--- config.mk ---
export PLATFORM = sky130hd
export DESIGN_NAME = fifo_rr_drain
export DESIGN_NICKNAME = d
export VERILOG_FILES = /design/src/rtl/fifo_rr_drain.sv
export SDC_FILE = /design/constraint.sdc
export NUM_CORES = 1
export LEC_CHECK = 0
export ABC_CLOCK_PERIOD_IN_PS = 1950
export CORE_MARGIN = 3
export CORE_UTILIZATION = 40
export CTS_BUF_LIST = sky130_fd_sc_hd__clkbuf_4
export CTS_CLUSTER_SIZE = 12
export DETAILED_ROUTE_END_ITERATION = 6
export PLACE_DENSITY = 0.78
export SYNTH_ARGS = -nofsm -noshare
export SYNTH_HDL_FRONTEND = slang
export SYNTH_SLANG_ARGS = --single-unit
--- constraint.sdc ---
create_clock -name clk -period 1.95 [get_ports clk]
set_input_delay 0.2925 -clock clk [delete_from_list [all_inputs] [get_ports clk]]
set_output_delay 0.2925 -clock clk [all_outputs]
set_load 0.05 [all_outputs]
--- src/rtl/fifo_rr_drain.sv ---
// Round-robin drain of N first-word-fall-through FIFOs into one registered output,
// taking up to BURST consecutive words from a source before rotating.
module fifo_rr_drain #(
    parameter int B     = 8,
    parameter int N     = 4,
    parameter int SW    = 2,
    parameter int BURST = 2
) (
    input  logic            clk,
    input  logic            reset,
    input  logic [N-1:0]    empty,
    input  logic [N*B-1:0]  r_data,
    output logic [N-1:0]    rd,
    output logic [B-1:0]    out_data,
    output logic [SW-1:0]   out_src,
    output logic            out_valid,
    input  logic            out_ready
);

    logic [SW-1:0] cur;
    logic [4:0]    cnt;
    logic          act;

    logic          load;
    logic          gnt_vld;
    logic          gnt_cont;
    logic [SW-1:0] gnt;
    logic [B-1:0]  gnt_data;

    assign load = ~out_valid | out_ready;

    // Grant selection: stay on the owner mid-burst, otherwise search cur+1 .. cur (mod N).
    always_comb begin
        int idx;
        gnt_vld  = 1'b0;
        gnt_cont = 1'b0;
        gnt      = cur;
        idx      = 0;
        if (act && !empty[cur] && (cnt < 5'(BURST - 1))) begin
            gnt_vld  = 1'b1;
            gnt_cont = 1'b1;
        end else begin
            // Descending scan so the nearest eligible index after cur wins.
            for (int k = N; k >= 1; k--) begin
                idx = (int'(cur) + k) % N;
                if (!empty[idx]) begin
                    gnt_vld = 1'b1;
                    gnt     = SW'(idx);
                end
            end
        end
    end

    always_comb begin
        gnt_data = '0;
        for (int i = 0; i < N; i++) begin
            if (gnt == SW'(i)) gnt_data = r_data[i*B +: B];
        end
    end

    always_comb begin
        rd = '0;
        if (!reset && load && gnt_vld) rd[gnt] = 1'b1;
    end

    // Output register and arbitration state
    always_ff @(posedge clk) begin
        if (reset) begin
            out_valid <= 1'b0;
            out_data  <= '0;
            out_src   <= '0;
            cur       <= SW'(N - 1);
            cnt       <= '0;
            act       <= 1'b0;
        end else if (load) begin
            if (gnt_vld) begin
                out_data  <= gnt_data;
                out_src   <= gnt;
                out_valid <= 1'b1;
                act       <= 1'b1;
                if (gnt_cont) begin
                    cnt <= cnt + 5'd1;
                end else begin
                    cur <= gnt;
                    cnt <= '0;
                end
            end else begin
                out_valid <= 1'b0;
                act       <= 1'b0;
            end
        end
    end

endmodule

==> results.rst <==
.. list-table::
   :header-rows: 1

   * - Metric
     - Value
   * - Status
     - finished with violations
   * - Violations in the final reports
     - setup timing
   * - Critical Path AT
     - 2.35 ns
   * - Area enclosed by the die boundary
     - 4070 um2
   * - Main combinational cell family by area after synthesis
     - simple AND/OR/NAND/NOR gates
   * - Post-route ant nets
     - 0
   * - Share of the clock period used by the worst path after layout
     - 1.36
   * - Worst Tran Pin Value
     - 0.583 ns
   * - Width of the chip
     - 63.8 um
   * - Count of nets after finishing
     - 292
   * - Fraction of the mapped netlist area in simple logic gates
     - 0.339
   * - Antenna Diode Count
     - 0
   * - Detailed Route WL
     - 4.82 mm
   * - Kind of capture point of the worst setup path
     - output port
   * - Detailed router's first-iteration violation count
     - 79
   * - Clock latency at the later pin of the worst-skew pair
     - 0.31 ns
   * - Final Skew
     - 0.00279 ns
   * - Number of buffers created by CTS
     - 3
   * - Launching element type of the critical path
     - flip-flop
   * - Worst endpoint required time
     - 1.66 ns
   * - Placed insts
     - 276
   * - Max-Slew Margin vs Limit
     - 0.610
   * - Proportion of synthesized area in mux cells
     - 0.0879
   * - #FFs+latches synth
     - 18
   * - DRC Markers
     - 0
   * - Unrepaired setup endpoints after global routing
     - true
   * - Minimum period implied by the final worst setup slack
     - 2.64 ns
   * - Post-synthesis area per instance
     - 8.31 um2
   * - Max-cap viol count
     - 0
   * - Area growth from synthesis to layout
     - 82.7%
   * - Number of distinct library cells after synthesis
     - 41
   * - Net count after synthesis
     - 201
   * - Xor/xnor cell area share of the yosys netlist
     - 0.0589
   * - Slew Viols, Final
     - 0
   * - GRT Total Usage
     - 0.225
   * - Final weighted congestion of routability-driven global placement
     - 0.774
   * - CTS H-Tree Depth
     - 1
   * - Class of the most critical setup path
     - flip-flop to output port
   * - Main area contributors after synthesis
     - sky130_fd_sc_hd__dfxtp_1 27%, sky130_fd_sc_hd__mux2i_1 6.0%, sky130_fd_sc_hd__nand2_1 5.9%
   * - Fraction of final layout cells with drive strength greater than 1
     - 0.331
   * - Port-buffer cells
     - 53
   * - Number of sinks handled by clock tree synthesis
     - 18
   * - FF-to-FF Start
     - cnt[1]
   * - Clock slew seen by the registers of the worst setup and hold paths
     - 0.11 ns
   * - First-pass GRT wire length
     - 7.21 mm
   * - Sum of overflow across all layers after global routing
     - 0
   * - Std-Cell Core Area
     - 3130 um2
   * - Average via count per standard cell
     - 5.45
   * - Dominant synthesized flop cell
     - sky130_fd_sc_hd__dfxtp_1
   * - Number of flops mapped to enable cells by yosys
     - 0
   * - FFs w/ async S/R, synth
     - 0
   * - Ports
     - 54
   * - Gate Count Post-Synth
     - 161
   * - Total power of the final layout
     - 3.73 mW
   * - First-pass iteration count of the detailed router
     - 7
   * - Post-synthesis share of cell area spent on full adders, half adders and majority gates
     - 0.00935
   * - Critical Path Fanout Max
     - 3
   * - Pwr per Cell Area
     - 1530 nW/um2
   * - Top-area cell type share of the netlist area
     - 0.269
   * - Combined area of all synthesized cells
     - 1340 um2
   * - Most common library cells after synthesis
     - 21 x sky130_fd_sc_hd__nand2_1, 18 x sky130_fd_sc_hd__dfxtp_1, 15 x sky130_fd_sc_hd__nor2_1
   * - Effective utilization at floorplan
     - 0.428
   * - Most common cell in the netlist
     - sky130_fd_sc_hd__nand2_1
   * - Worst-case vdd ir drop
     - 0.574 mV
   * - Count of placed standard cells in the final layout, fillers left out
     - 295
   * - Total of endpoints with negative setup slack in the final report
     - 13
   * - Vias in the first global route
     - 1558
   * - Critical path startpoint
     - cnt[1]
   * - CTS tree
     - yes
   * - Maximum operating frequency
     - 0.378 GHz
   * - Leak Pwr
     - 1.03 nW
   * - Final core area utilization
     - 0.781
   * - Number of antenna violations at the first check in global routing
     - 0
   * - Minimum setup slack in the final design
     - -0.694 ns
   * - Number of placement rows
     - 20
   * - Dominant cell type by area after synthesis
     - sky130_fd_sc_hd__dfxtp_1
   * - Compound-Gate Fraction of Synth Area
     - 0.188
   * - Startpoint of the tightest hold check path
     - out_data[1]
   * - DR vias
     - 1609
   * - Routed wirelength normalized by instance count
     - 16.3 um
   * - Cts hold-fix bufs
     - 0
   * - Final hold violation count
     - 0
   * - Post-synthesis sequential area ratio
     - 0.269
   * - Overall die height
     - 63.8 um
   * - Worst min path class
     - flip-flop to flip-flop
   * - DP Wirelength
     - 3.25 mm
   * - Root buffer cell
     - sky130_fd_sc_hd__clkbuf_4
   * - Yosys warning count
     - 0
   * - Number of buffers on the longest clock path
     - 2
   * - Maximum number of pins on one net before global-route repair
     - 33
==> state kept, by name (all words and copies together), names as in the netlist <==
| register | count |
|---|---|
| out_src | 2 |
| out_data | 8 |
| act | 1 |
| cnt | 5 |
| cur | 2 |
==> critical path: stages, from the launching register on <==
cell	delay (ns)
sky130_fd_sc_hd__dfxtp_2	0.35
sky130_fd_sc_hd__or4b_4	0.56
sky130_fd_sc_hd__nor4_4	0.25
sky130_fd_sc_hd__buf_4	0.18
sky130_fd_sc_hd__nor2_4	0.05
sky130_fd_sc_hd__xnor2_2	0.21
sky130_fd_sc_hd__nand2_2	0.15
sky130_fd_sc_hd__nor2_4	0.15
sky130_fd_sc_hd__buf_12	0.14
==> layout by cell type, fill, tap and decap left out, types with 6 or more instances in the layout <==
master                            synthesis  routed
sky130_fd_sc_hd__o211ai_1                 9       9
sky130_fd_sc_hd__a21oi_1                 12      12
sky130_fd_sc_hd__buf_4                    1      35
sky130_fd_sc_hd__nor2_1                  15       9
sky130_fd_sc_hd__and3b_1                  8       8
sky130_fd_sc_hd__nand2b_1                12      12
sky130_fd_sc_hd__clkdlybuf4s50_1          0      48
sky130_fd_sc_hd__buf_12                   0       6
sky130_fd_sc_hd__nor2_4                   0       6
sky130_fd_sc_hd__nand2_1                 21      19
sky130_fd_sc_hd__dfxtp_1                 18      14
sky130_fd_sc_hd__buf_6                    1       6
sky130_fd_sc_hd__and3_1                   7       7
==> final timing paths <==
path | depth (start not counted) | endpoint | slack [ns]
min reg2reg | 2 | out_data[1] | 0.50
max | 8 | rd[0] | -0.69
max reg2reg | 11 | out_data[5] | -0.57
min | 2 | out_data[1] | 0.50
==> metrics by stage <==
step / setup slack (ns) / hold slack (ns) / instance area [um2] / setup TNS, ns
floorplan: -0.387 / 0.462 / 1380 / -2.72
global placement: -0.677 / 0.459 / 2190 / -9.36
detailed placement: -0.740 / 0.488 / 2190 / -10.66
CTS: -0.646 / 0.505 / 2370 / -5.18
global route: -0.757 / 0.547 / 2440 / -7.32
finish: -0.694 / 0.502 / 2440 / -6.25
==> layout make-up <==
class | instances | area, um2
Clock buffer | 3 | 22.5
Clock inverter | 1 | 3.75
Fill cell | 205 | 684
Inverter | 2 | 15.0
Multi-Input combinational cell | 130 | 1020
Sequential cell | 18 | 368
Tap cell | 44 | 55.1
Timing Repair Buffer | 97 | 955
==> cells by family after synthesis <==
logic type,after synthesis
simple gates,77
compound gates,36
flops,18
buf+inv,13
mux,10
xor+xnor,6
fa+ha+maj,1
==> report_power, final <==
part / leakage [nW] / internal (mW) / total, mW / switching [mW]
sequential: 0.150 / 0.467 / 0.533 / 0.0669
combinational: 0.860 / 1.54 / 2.99 / 1.45
clock: 0.0154 / 0.0749 / 0.207 / 0.132
==> timing repair <==
item,in CTS,in global routing
pin swaps,11,10
setup buffers,14,6
gates resized for setup,17,19
gates cloned,0,0
endpoints found under the hold margin,0,0
setup endpoints to repair,16,20
==> layer usage <==
metal,global-route usage,vias up,wire length (um)
li1,-,764,-
met1,0.261,767,1950
met2,0.409,63,2460
met3,0.0316,15,276
met4,0.0889,0,131
met5,0,-,0
Note: power is estimated with default switching activity, not from simulation.
